## src/rtl/rv_ctrl_pkg.sv

```systemverilog
// Shared encodings for the multi-cycle RV32 controller: FSM states, opcodes,
// datapath mux select codes and the branch-condition helper.
package rv_ctrl_pkg;

  typedef enum logic [3:0] {
    S_FETCH    = 4'd0,
    S_DECODE   = 4'd1,
    S_MEM_ADDR = 4'd2,
    S_MEM_RD   = 4'd3,
    S_MEM_WR   = 4'd4,
    S_EXEC_R   = 4'd5,
    S_EXEC_I   = 4'd6,
    S_WB_ALU   = 4'd7,
    S_WB_MEM   = 4'd8,
    S_BRANCH   = 4'd9,
    S_TRAP     = 4'd10
  } state_t;

  localparam logic [6:0] OP_LOAD   = 7'b0000011;
  localparam logic [6:0] OP_STORE  = 7'b0100011;
  localparam logic [6:0] OP_RTYPE  = 7'b0110011;
  localparam logic [6:0] OP_ITYPE  = 7'b0010011;
  localparam logic [6:0] OP_BRANCH = 7'b1100011;

  localparam logic [2:0] F3_BEQ = 3'b000;
  localparam logic [2:0] F3_BNE = 3'b001;
  localparam logic [2:0] F3_BLT = 3'b100;

  localparam logic [1:0] ALUOP_ADD   = 2'b00;
  localparam logic [1:0] ALUOP_SUB   = 2'b01;
  localparam logic [1:0] ALUOP_FUNCT = 2'b10;

  localparam logic [1:0] SRCA_PC    = 2'b00;
  localparam logic [1:0] SRCA_OLDPC = 2'b01;
  localparam logic [1:0] SRCA_RS1   = 2'b10;

  localparam logic [1:0] SRCB_RS2  = 2'b00;
  localparam logic [1:0] SRCB_IMM  = 2'b01;
  localparam logic [1:0] SRCB_FOUR = 2'b10;

  localparam logic [1:0] RES_ALUOUT = 2'b00;
  localparam logic [1:0] RES_MDR    = 2'b01;
  localparam logic [1:0] RES_ALU    = 2'b10;

  // blt relies on the ALU computing rs1-rs2, so the result sign is the less-than flag.
  function automatic logic branch_taken(input logic [2:0] funct3,
                                        input logic       zero_flag,
                                        input logic       sign_flag);
    case (funct3)
      F3_BEQ:  return zero_flag;
      F3_BNE:  return ~zero_flag;
      F3_BLT:  return sign_flag;
      default: return 1'b0;
    endcase
  endfunction

endpackage

```

## src/rtl/mem_timeout_counter.sv

```systemverilog
// Counts consecutive memory wait cycles; flags the last allowed wait cycle so the
// controller can trap on the following edge.
module mem_timeout_counter #(
  parameter int TIMEOUT_CYCLES = 15,
  parameter int TO_W           = 4
) (
  input  logic clk,
  input  logic rst_n,
  input  logic inc,
  input  logic clr,
  output logic expired
);

  localparam logic [TO_W-1:0] LIMIT = TO_W'(TIMEOUT_CYCLES);
  localparam logic [TO_W-1:0] LAST  = TO_W'(TIMEOUT_CYCLES - 1);

  logic [TO_W-1:0] count;

  always_ff @(posedge clk or negedge rst_n) begin
    if (!rst_n) begin
      count <= '0;
    end else if (clr) begin
      count <= '0;
    end else if (inc && (count != LIMIT)) begin
      count <= count + 1'b1;
    end
  end

  // Clear has priority, so a ready in the final wait cycle never reports expiry.
  assign expired = inc && !clr && (count == LAST);

endmodule

```

## src/rtl/multicycle_controller.sv

```systemverilog
// Moore FSM sequencing the shared-memory multi-cycle RV32 datapath, with a
// req/ready memory handshake and a sticky trap on illegal opcode or timeout.
module multicycle_controller #(
  parameter int TIMEOUT_CYCLES = 15,
  parameter int TO_W           = 4
) (
  input  logic       clk,
  input  logic       rst_n,
  input  logic [6:0] opcode,
  input  logic [2:0] funct3,
  input  logic       zero_flag,
  input  logic       sign_flag,
  input  logic       mem_ready,
  output logic       mem_req,
  output logic       mem_we,
  output logic       addr_src,
  output logic       ir_write,
  output logic       pc_write,
  output logic       reg_write,
  output logic [1:0] alu_src_a,
  output logic [1:0] alu_src_b,
  output logic [1:0] alu_op,
  output logic [1:0] result_src,
  output logic       trap,
  output logic [3:0] state_dbg
);
  import rv_ctrl_pkg::*;

  state_t state, state_next;
  logic   to_inc, to_clr, to_expired;

  assign to_inc = mem_req & ~mem_ready;
  assign to_clr = ~mem_req | mem_ready;

  mem_timeout_counter #(
    .TIMEOUT_CYCLES(TIMEOUT_CYCLES),
    .TO_W          (TO_W)
  ) u_timeout (
    .clk    (clk),
    .rst_n  (rst_n),
    .inc    (to_inc),
    .clr    (to_clr),
    .expired(to_expired)
  );

  always_ff @(posedge clk or negedge rst_n) begin
    if (!rst_n) begin
      state <= S_FETCH;
    end else begin
      state <= state_next;
    end
  end

  always_comb begin
    state_next = state;
    case (state)
      S_FETCH: begin
        if (mem_ready)       state_next = S_DECODE;
        else if (to_expired) state_next = S_TRAP;
      end
      S_DECODE: begin
        case (opcode)
          OP_LOAD, OP_STORE: state_next = S_MEM_ADDR;
          OP_RTYPE:          state_next = S_EXEC_R;
          OP_ITYPE:          state_next = S_EXEC_I;
          OP_BRANCH:         state_next = S_BRANCH;
          default:           state_next = S_TRAP;
        endcase
      end
      S_MEM_ADDR: state_next = (opcode == OP_LOAD) ? S_MEM_RD : S_MEM_WR;
      S_MEM_RD: begin
        if (mem_ready)       state_next = S_WB_MEM;
        else if (to_expired) state_next = S_TRAP;
      end
      S_MEM_WR: begin
        if (mem_ready)       state_next = S_FETCH;
        else if (to_expired) state_next = S_TRAP;
      end
      S_EXEC_R, S_EXEC_I: state_next = S_WB_ALU;
      S_WB_ALU, S_WB_MEM, S_BRANCH: state_next = S_FETCH;
      S_TRAP:  state_next = S_TRAP;
      default: state_next = S_TRAP;
    endcase
  end

  // Outputs decode the state only, except the FETCH/BRANCH write strobes that
  // must land in the same cycle as the memory transfer or branch decision.
  always_comb begin
    mem_req    = 1'b0;
    mem_we     = 1'b0;
    addr_src   = 1'b0;
    ir_write   = 1'b0;
    pc_write   = 1'b0;
    reg_write  = 1'b0;
    alu_src_a  = SRCA_PC;
    alu_src_b  = SRCB_RS2;
    alu_op     = ALUOP_ADD;
    result_src = RES_ALUOUT;
    trap       = 1'b0;
    case (state)
      S_FETCH: begin
        mem_req    = 1'b1;
        ir_write   = mem_ready;
        pc_write   = mem_ready;
        alu_src_b  = SRCB_FOUR;
        result_src = RES_ALU;
      end
      S_DECODE: begin
        alu_src_a = SRCA_OLDPC;
        alu_src_b = SRCB_IMM;
      end
      S_MEM_ADDR: begin
        alu_src_a = SRCA_RS1;
        alu_src_b = SRCB_IMM;
      end
      S_MEM_RD: begin
        mem_req  = 1'b1;
        addr_src = 1'b1;
      end
      S_MEM_WR: begin
        mem_req  = 1'b1;
        mem_we   = 1'b1;
        addr_src = 1'b1;
      end
      S_EXEC_R: begin
        alu_src_a = SRCA_RS1;
        alu_op    = ALUOP_FUNCT;
      end
      S_EXEC_I: begin
        alu_src_a = SRCA_RS1;
        alu_src_b = SRCB_IMM;
        alu_op    = ALUOP_FUNCT;
      end
      S_WB_ALU: reg_write = 1'b1;
      S_WB_MEM: begin
        reg_write  = 1'b1;
        result_src = RES_MDR;
      end
      S_BRANCH: begin
        alu_src_a = SRCA_RS1;
        alu_op    = ALUOP_SUB;
        pc_write  = branch_taken(funct3, zero_flag, sign_flag);
      end
      S_TRAP:  trap = 1'b1;
      default: trap = 1'b1;
    endcase
  end

  assign state_dbg = state;

endmodule

```

## config.mk

```make
export PLATFORM = sky130hd
export DESIGN_NAME = multicycle_controller
export DESIGN_NICKNAME = d
export VERILOG_FILES = /design/src/rtl/rv_ctrl_pkg.sv /design/src/rtl/mem_timeout_counter.sv /design/src/rtl/multicycle_controller.sv
export SDC_FILE = /design/constraint.sdc
export NUM_CORES = 1
export LEC_CHECK = 0
export ABC_AREA = 1
export CORE_MARGIN = 2
export CORE_UTILIZATION = 35
export CTS_CLUSTER_DIAMETER = 120
export DETAILED_ROUTE_END_ITERATION = 16
export PLACE_DENSITY = 0.76
export SLEW_MARGIN = 20
export SYNTH_ARGS = -nofsm -noshare
export SYNTH_HDL_FRONTEND = slang
export SYNTH_SLANG_ARGS = --single-unit
```

## constraint.sdc

```tcl
create_clock -name clk -period 1.7 [get_ports clk]
set_input_delay 0.51 -clock clk [delete_from_list [all_inputs] [get_ports clk]]
set_output_delay 0.51 -clock clk [all_outputs]
set_load 0.01 [all_outputs]
```

# Word-level counts from Yosys, hierarchy flattened
# Index checks and enable logic that the tools add are counted.
[totals]
elab_cells = 63
ff_bits = 8
[op_classes]
reduce_logical = 16
eq_ne = 18
bitwise_logic = 5
add_sub_neg = 1
n_mux = 21
[ops]
columns = ["cell", "n"]
rows = [
  ["4-bit case mux with 7 select lines", 1],
  ["4-bit two-way mux", 6],
  ["4-bit by 3-bit equality test with 1-bit output (second input constant)", 4],
  ["2-bit case mux with 2 select lines", 4],
  ["4-bit case mux with 4 select lines", 1],
  ["7-bit by 6-bit equality test with 1-bit output (second input constant)", 2],
  ["4-bit equality test (second input constant)", 3],
  ["10-bit OR reduction", 1],
  ["3-bit OR reduction", 3],
  ["4-bit by 2-bit equality test with 1-bit output (second input constant)", 2],
  ["2-bit OR reduction", 4],
  ["7-bit by 2-bit equality test with 1-bit output (second input constant)", 1],
  ["7-bit by 5-bit equality test with 1-bit output (second input constant)", 1],
  ["7-bit equality test (second input constant)", 1],
  ["1-bit two-way mux", 6],
  ["4-bit by 1-bit adder with 4-bit output (second input constant)", 1],
  ["4-bit by 1-bit equality test with 1-bit output (second input constant)", 1],
  ["4-bit logical NOT", 1],
  ["4-bit inequality test (second input constant)", 1],
  ["4-bit OR reduction", 1],
  ["3-bit by 1-bit equality test with 1-bit output (second input constant)", 1],
  ["3-bit equality test (second input constant)", 1],
  ["1-bit logical AND", 3],
  ["3-bit logical NOT", 1],
  ["8 further kinds", 10],
]

# Logic depth before layout (Yosys ltp)
# Gate-level depths: netlist of the first run.
[logic_depth]
depth_word = 11
mapped_depth = 8
depth_no_buf = 8

# By module
# A second synthesis of the first run with hierarchy kept.
[hier_totals]
hier_cells = 119
hier_area_um2 = 752.0
[by_module_without_submodules]
columns = ["mod", "cells_per_inst", "seq_area_each_um2", "area_each_um2", "n_inst"]
rows = [
  ["multicycle_controller", 86, 100.1, 503.0, 1],
  ["mem_timeout_counter", 33, 100.1, 249.0, 1],
]

# Least setup slack after synthesis of the first run
# No wires, ideal clock.
[synth_timing]
path_kind = "reg2out"
from = "register state[3], in the netlist state_dbg[3]"
to = "output reg_write"
t_arrival_ns = 1.174
slack_ns = 0.016
stages_incl_launch_ff = 4
path_cell_list = "dfrtp_1 > inv_1 > nor3_1 > a21o_2"
[synth_between]
elab_chain_cells = 3
[synth_lines]
columns = ["item", "line_no", "text"]
rows = [
  ["start: declaration", "multicycle_controller.sv:29", "state_t state, state_next;"],
  ["start signal: assignment", "multicycle_controller.sv:50", "state <= state_next;"],
  ["4-bit by 3-bit equality test with 1-bit output or 4-bit equality test (tied branches)", "multicycle_controller.sv:100", "case (state)"],
  ["2-bit OR reduction (no line) *", "--", ""],
  ["1-bit two-way mux *", "multicycle_controller.sv:100", ""],
  ["end: declaration", "multicycle_controller.sv:19", "output logic reg_write,"],
]
# Every way passes the cells marked *; elsewhere a longest branch is shown, timed or not.

# Worst setup path in the final report of the first run
[layout_timing]
from = "register state[3], in the netlist state_dbg[3]"
to = "output alu_src_a[1]"
[layout_between]
elab_chain_cells = 3
[layout_lines]
columns = ["item", "line_no", "text"]
rows = [
  ["4-bit equality test, or another cell as far along", "multicycle_controller.sv:100", ""],
  ["4-bit OR reduction (no line)", "--", ""],
  ["2-bit case mux with 2 select lines *", "multicycle_controller.sv:100", ""],
  ["end: declaration", "multicycle_controller.sv:20", "output logic [1:0] alu_src_a,"],
]
# Marks and branches as above.

==> run metrics, run 1 <==
count of pins over their slew limit 0; Die ar. 0.00258 mm^2; htree depth 1; Setup Skew 0.00678 ns; number of global-route vias before repair between 900 and 1k; Post-synth EDFFs 0; RSZ-0062 raised after global routing yes; Worst slew margin about 75%; non-filler instance count after layout 205; worst-skew pair later-pin latency 0.27 ns; Synth Area per Inst between 6 and 7 um^2; share of cells above drive strength 1 46.6%; synthesized flop and latch total 8; highest clock rate 0.527 GHz; DR DRC count 0; root buffer cell clkbuf_4; clock buffer depth 2; total wire length around 2500 um; Switching Fraction 24.1%; CP Capture Type output port; Buf+Inv Stages, Crit Path 2; CP max stage cell dfrtp_2; Final setup viols 15; Worst IR Drop VDD 0.258 mV; Tightest Pin Transition 0.370 ns; core area roughly 0.002 mm^2; max_cap viols 0; DRT antenna net count 0; die span in x 50.8 um; # hold bufs at CTS 0; required time worst endpoint 1.19 ns; routed len/inst 12.2 um; final worst setup slack -0.199 ns; # diodes 0; Hold Vio Cnt, Final 0; num rows 16; worst-path fanout max 5; CP top delay family flip-flops; Reg power frac 47.6%; Fill cells 154; largest net degree at the start of global routing 9; Final GP Congestion 0.766; initial core utilization 37.9%; CTS buffer count 3; failing checks negative setup slack; First-pass DRT Iterations 4; Pleak 0.797 nW; crit path launch type register; Crit Path Class register to output port; IO Count 34; sequential-to-total area share from yosys stat 26.1%; I/O Buffers 33; Ys Warns 0; Yosys top cell by area dfrtp_1; top cell type's share of synthesized area 26.1%; via count 957; Hold Path Class input port to asynchronous set/reset pin; post-synthesis async set-or-reset flop share 100%; first-pass GRT wire length roughly 4000 um; GRT Total Usage about a fifth; synth cell count leaders inv_1 (25), nand2_1 (25), nand3_1 (11); synth top area cells dfrtp_1 (26%), inv_1 (12%), nand2_1 (12%), nand3_1 (7.2%), nor2_4 (5.9%); Final HPWL DP 1690 um; dpl cells between 150 and 200; gr ovfl total 0; area grow syn2layout 85.6%; CP Data Arrival Time 1.39 ns; status finished with violations; Yosys cell types 23; CP peak stage delay 0.46 ns; initial antenna violation count 0; Synth Instances 116; nets just under 200; Net Switching ~0.096 mW; Clock Sinks 8; Top FF cell, synth dfrtp_1; Post-Syn Area roughly 770 um^2; Critical Path, Cell by Cell buf_6 -> nor2_4 -> nand3_2 -> nand3b_1 -> buf_2; Pwr Density 281 mW/mm^2; Comb pwr share ~14%; chip height 50.8 um; internal power 0.304 mW; setup TNS -1.67 ns; Tmin final 1.90 ns; syn_nets about 130; Vias/cell 4.67; Final Cycle Share 112%; Final Power 0.400 mW; initial DRC count 7; clock network power share 38.2%; clock slew at reported path FFs around 0.060 ns; CTS tree done
-- kinds of logic after synthesis --
logic type,count (synthesis),share of synthesized area (%)
flops,8,26.1
fa+ha+maj,2,3.26
compound gates,9,7.18
xor+xnor,4,4.57
buf+inv,29,14.7
simple gates,64,44.2
-- metal layers --
metal | global-route usage (%) | up-vias | routed length (um)
met5 | 0 | - | 0
met2 | 38.8 | 19 | 1380
li1 | - | 485 | -
met4 | 5.41 | 0 | 11
met3 | 3.51 | 2 | 76
met1 | 23.1 | 451 | 1040
-- cell usage in the layout (no fill, tap or decap), drive strengths merged --
| master | count |
|---|---|
| inv | 28 |
| nand2 | 29 |
| dfrtp | 8 |
| nor3 | 3 |
| dlygate4sd2 | 8 |
| nand3b | 2 |
| ha | 2 |
| o21a | 1 |
| clkdlybuf4s50 | 9 |
| xnor2 | 2 |
| nand4 | 4 |
| clkdlybuf4s15 | 1 |
| nand3 | 12 |
| xor2 | 2 |
| nor2 | 14 |
| o21ai | 2 |
| clkbuf | 3 |
| a21oi | 5 |
| a21o | 1 |
| buf | 42 |
-- registers in the layout, indices dropped and copies added, names as in the netlist --
name / count
u_timeout.count: 4
state_dbg: 4
-- power groups by stage --
stage	clock network (mW)	registers [mW]	logic, mW
floorplan	0	0.194	0.0151
detailed placement	0	0.194	0.0593
finish	0.153	0.190	0.0571
CTS	0.154	0.190	0.0568
global route	0.178	0.190	0.0634
global placement	0	0.194	0.0571
-- per-stage QoR --
| stage | util [%] | hold slack, ns | area (um^2) | setup WS [ns] |
|---|---|---|---|---|
| 3_5_place_dp | 61.9 | 0.614 | 1250 | -0.713 |
| 6_report | 70.4 | 0.522 | 1420 | -0.199 |
| 4_1_cts | 67.2 | 0.534 | 1360 | -0.145 |
| 2_1_floorplan | - | 0.214 | 767 | 0.0164 |
| 5_1_grt | 70.4 | 0.533 | 1420 | -0.266 |
| 3_3_place_gp | 61.9 | 0.594 | 1250 | -0.663 |
-- path summary, 6_finish.rpt --
kind	startpoint	end	slack (ns)	cells after the start
min in group clk	u_timeout.count[1]	u_timeout.count[1]	0.63	2
setup reg to reg	state_dbg[3]	state_dbg[0]	0.27	8
setup / recovery	state_dbg[3]	alu_src_a[1]	-0.20	5
max in group asynchronous	rst_n	state_dbg[2]	0.88	1
hold reg to reg	u_timeout.count[1]	u_timeout.count[1]	0.63	2
hold / removal	rst_n	u_timeout.count[3]	0.52	1
-- cell type report --
type                            instances  area (um^2)  area share [%]
Tap cell                               27         33.8            2.37
Inverter                               28          110            7.73
Sequential cell                         8          205            14.4
Clock buffer                            3         22.5            1.58
Timing Repair Buffer                   60          518            36.4
Multi-Input combinational cell         79          534            37.5
-- worst register-to-register path: cells and delay by family (launching register included) --
family	cells	cell delay [ns]
buffers and inverters	4	0.46
flip-flops	1	0.46
AND/OR/NAND/NOR	4	0.43
-- what timing repair did --
action,4_1_cts,5_1_grt
pin swaps,13,14
resized for setup,101,18
setup buffers,7,4
setup endpoints to repair,19,15
No activity file was read; power rests on OpenSTA's default activity.
==> inputs of run 2 (changes only) <==
CORE_UTILIZATION = 40   (was 35)
DONT_BUFFER_PORTS = 1   (was unset)
HOLD_SLACK_MARGIN = 0.05   (was unset)
PLACE_DENSITY = 0.61   (was 0.76)
==> run 2 against run 1 <==
The flow still finishes with violations (negative setup slack). Cell area down 28%. Combinational power down 59%. Critical path depth unchanged. Clock-buffer cell count unchanged. First-iteration DRC count up 29%. Cell count down 22%. Clock power down 7%. Via count down 19%. Worst hold slack worse by 0.034 ns. Core utilization down 12 points.
==> run metrics, run 2 (synthesis results as in run 1) <==
commonest non-fill, non-tap cells in the layout nand2_1 (21), inv_1 (18), buf_4 (14), nor2_1 (9), nand3_1 (9); Worst Reg-to-Reg Cells 6 (-2); crit path launch type register; clock buffer depth 2 (unchanged); Worst IR Drop VDD 0.203 mV (-21%); count of pins over their slew limit 0 (unchanged); Hold Path Class input port to register; gr ovfl total 0 (unchanged); # diodes 0 (unchanged); Finished Cell Area 0.00103 mm^2 (-28%); Clock Sinks 8 (unchanged); Crit Path Class register to output port; total wire length 1940 um (-23%); largest net degree at the start of global routing 9 (unchanged); initial antenna violation count 0 (unchanged); first-pass GRT wire length 2740 um (-31%); failing checks negative setup slack; Final GP Congestion 0.801 (+4.5%); IO Count 34 (unchanged); die span in x 47.8 um (-5.9%); core area 0.00176 mm^2 (-13%); CTS tree done; initial DRC count 9 (+2); chip height 47.8 um (-5.9%); Layout Utilization 58.2% (-12 points); Tightest Pin Transition 0.349 ns (-0.0206 ns); CTS buffer count 3 (unchanged); share of cells above drive strength 1 40.0% (-6.6 points); Worst R2R Setup Slack 0.36 ns (+0.09 ns); root buffer cell clkbuf_4; worst r2r src state_dbg[1]; max_cap viols 0 (unchanged); via count 779 (-19%); initial core utilization 43.5% (+5.5 points); nets 154 (-22%); number of global-route vias before repair 697 (-27%); commonest non-fill, non-tap cell in the layout nand2_1; worst-skew pair later-pin latency 0.25 ns (-0.02 ns); CP Capture Type output port; minimum hold slack 0.488 ns (-0.0340 ns); pre-CTS WS 0.0906 ns (+0.804 ns); r2r endpoint state_dbg[1]; DRT antenna net count 0 (unchanged); RSZ-0062 raised after global routing yes; clock slew at reported path FFs 0.05 ns (about the same); Setup Skew 0.0108 ns (+0.00401 ns); Final setup viols 13 (-2); status finished with violations; final worst setup slack -0.104 ns (+0.0950 ns); Pleak 0.600 nW (-25%); routed len/inst 12.1 um (-0.76%); Final HPWL DP 1330 um (-21%); Hold Vio Cnt, Final 0 (unchanged); CP Data Arrival Time 1.29 ns (-0.10 ns); required time worst endpoint 1.19 ns (about the same); Vias/cell 4.87 (+4.3%); worst-path fanout max 3 (-2); I/O Buffers 0 (-100%); GRT Total Usage 17.0% (-3.3 points); htree depth 1 (unchanged); Tmin final 1.80 ns (-0.0950 ns); Worst Hold Launch opcode[5]; area grow syn2layout 33.8%; Die ar. 0.00228 mm^2 (-12%); Pwr Density 346 mW/mm^2 (+23%); Placed Area 851 um^2 (-32%); hold path depth 3; DR DRC count 0 (unchanged); num rows 15 (-1); WHS Endpoint state_dbg[1]; Final Power 0.355 mW (-11%); Final Cycle Share 106% (-5.6 points); highest clock rate 0.554 GHz (+5.3%); First-pass DRT Iterations 4 (unchanged); Worst slew margin 76.6% (+1.4 points)
-- run 2: timing repair --
item | in CTS | in global routing
pin swaps | 5 | 5
setup buffers | 5 | 3
setup endpoints to repair | 15 | 15
hold buffers | 1 | 0
resized for setup | 16 | 15
endpoints found under the hold margin | 8 | 0
-- run 2: final cells by class --
class	instances	area [um^2]
fillers	175	738
flip-flops and latches	8	205
multi-input cells	79	519
inverters	28	110
well taps	25	31.3
clock buffers	3	22.5
repair buffers	17	138
-- run 2: worst max-delay path by stage --
| stage | start | to | slack (ns) | cells after the start |
|---|---|---|---|---|
| finish | state_dbg[1] | pc_write | -0.10 | 5 |
| global route | state_dbg[1] | pc_write | -0.15 | 5 |
| CTS | state_dbg[2] | alu_src_a[1] | -0.06 | 5 |
| detailed placement | state_dbg[2] | alu_src_a[1] | 0.09 | 5 |
| global placement | state_dbg[2] | alu_src_a[1] | 0.12 | 5 |
| floorplan | state_dbg[3] | reg_write | 0.02 | 3 |
-- run 2: layer usage --
| metal | vias up | global-route usage (%) | wire length (um) |
|---|---|---|---|
| met5 | - | 0 | 0 |
| met4 | 0 | 3.24 | 0 |
| met3 | 0 | 5.66 | 114 |
| met2 | 25 | 28.0 | 965 |
| met1 | 359 | 21.8 | 859 |
| li1 | 395 | - | - |
-- run 2: per-stage QoR --
step	std cells	setup TNS [ns]
after floorplan	116	0
after global placement	148	0
after detailed placement	148	0
after CTS	157	-0.268
after global routing	160	-1.40
final	160	-0.673
-- run 2: report_power, final --
group          internal, mW  leakage, nW  total, mW  switching (mW)
Combinational       0.00881        0.489     0.0232          0.0144
Sequential            0.191       0.0974      0.191               0
Clock                0.0805       0.0138      0.142          0.0610
-- run 2: critical path, cell delays in order, from the launching register on --
cell	delay, ns
dfrtp_2	0.44
inv_2	0.09
nand2_4	0.06
nor3_4	0.25
nand3_2	0.11
nand2_2	0.10
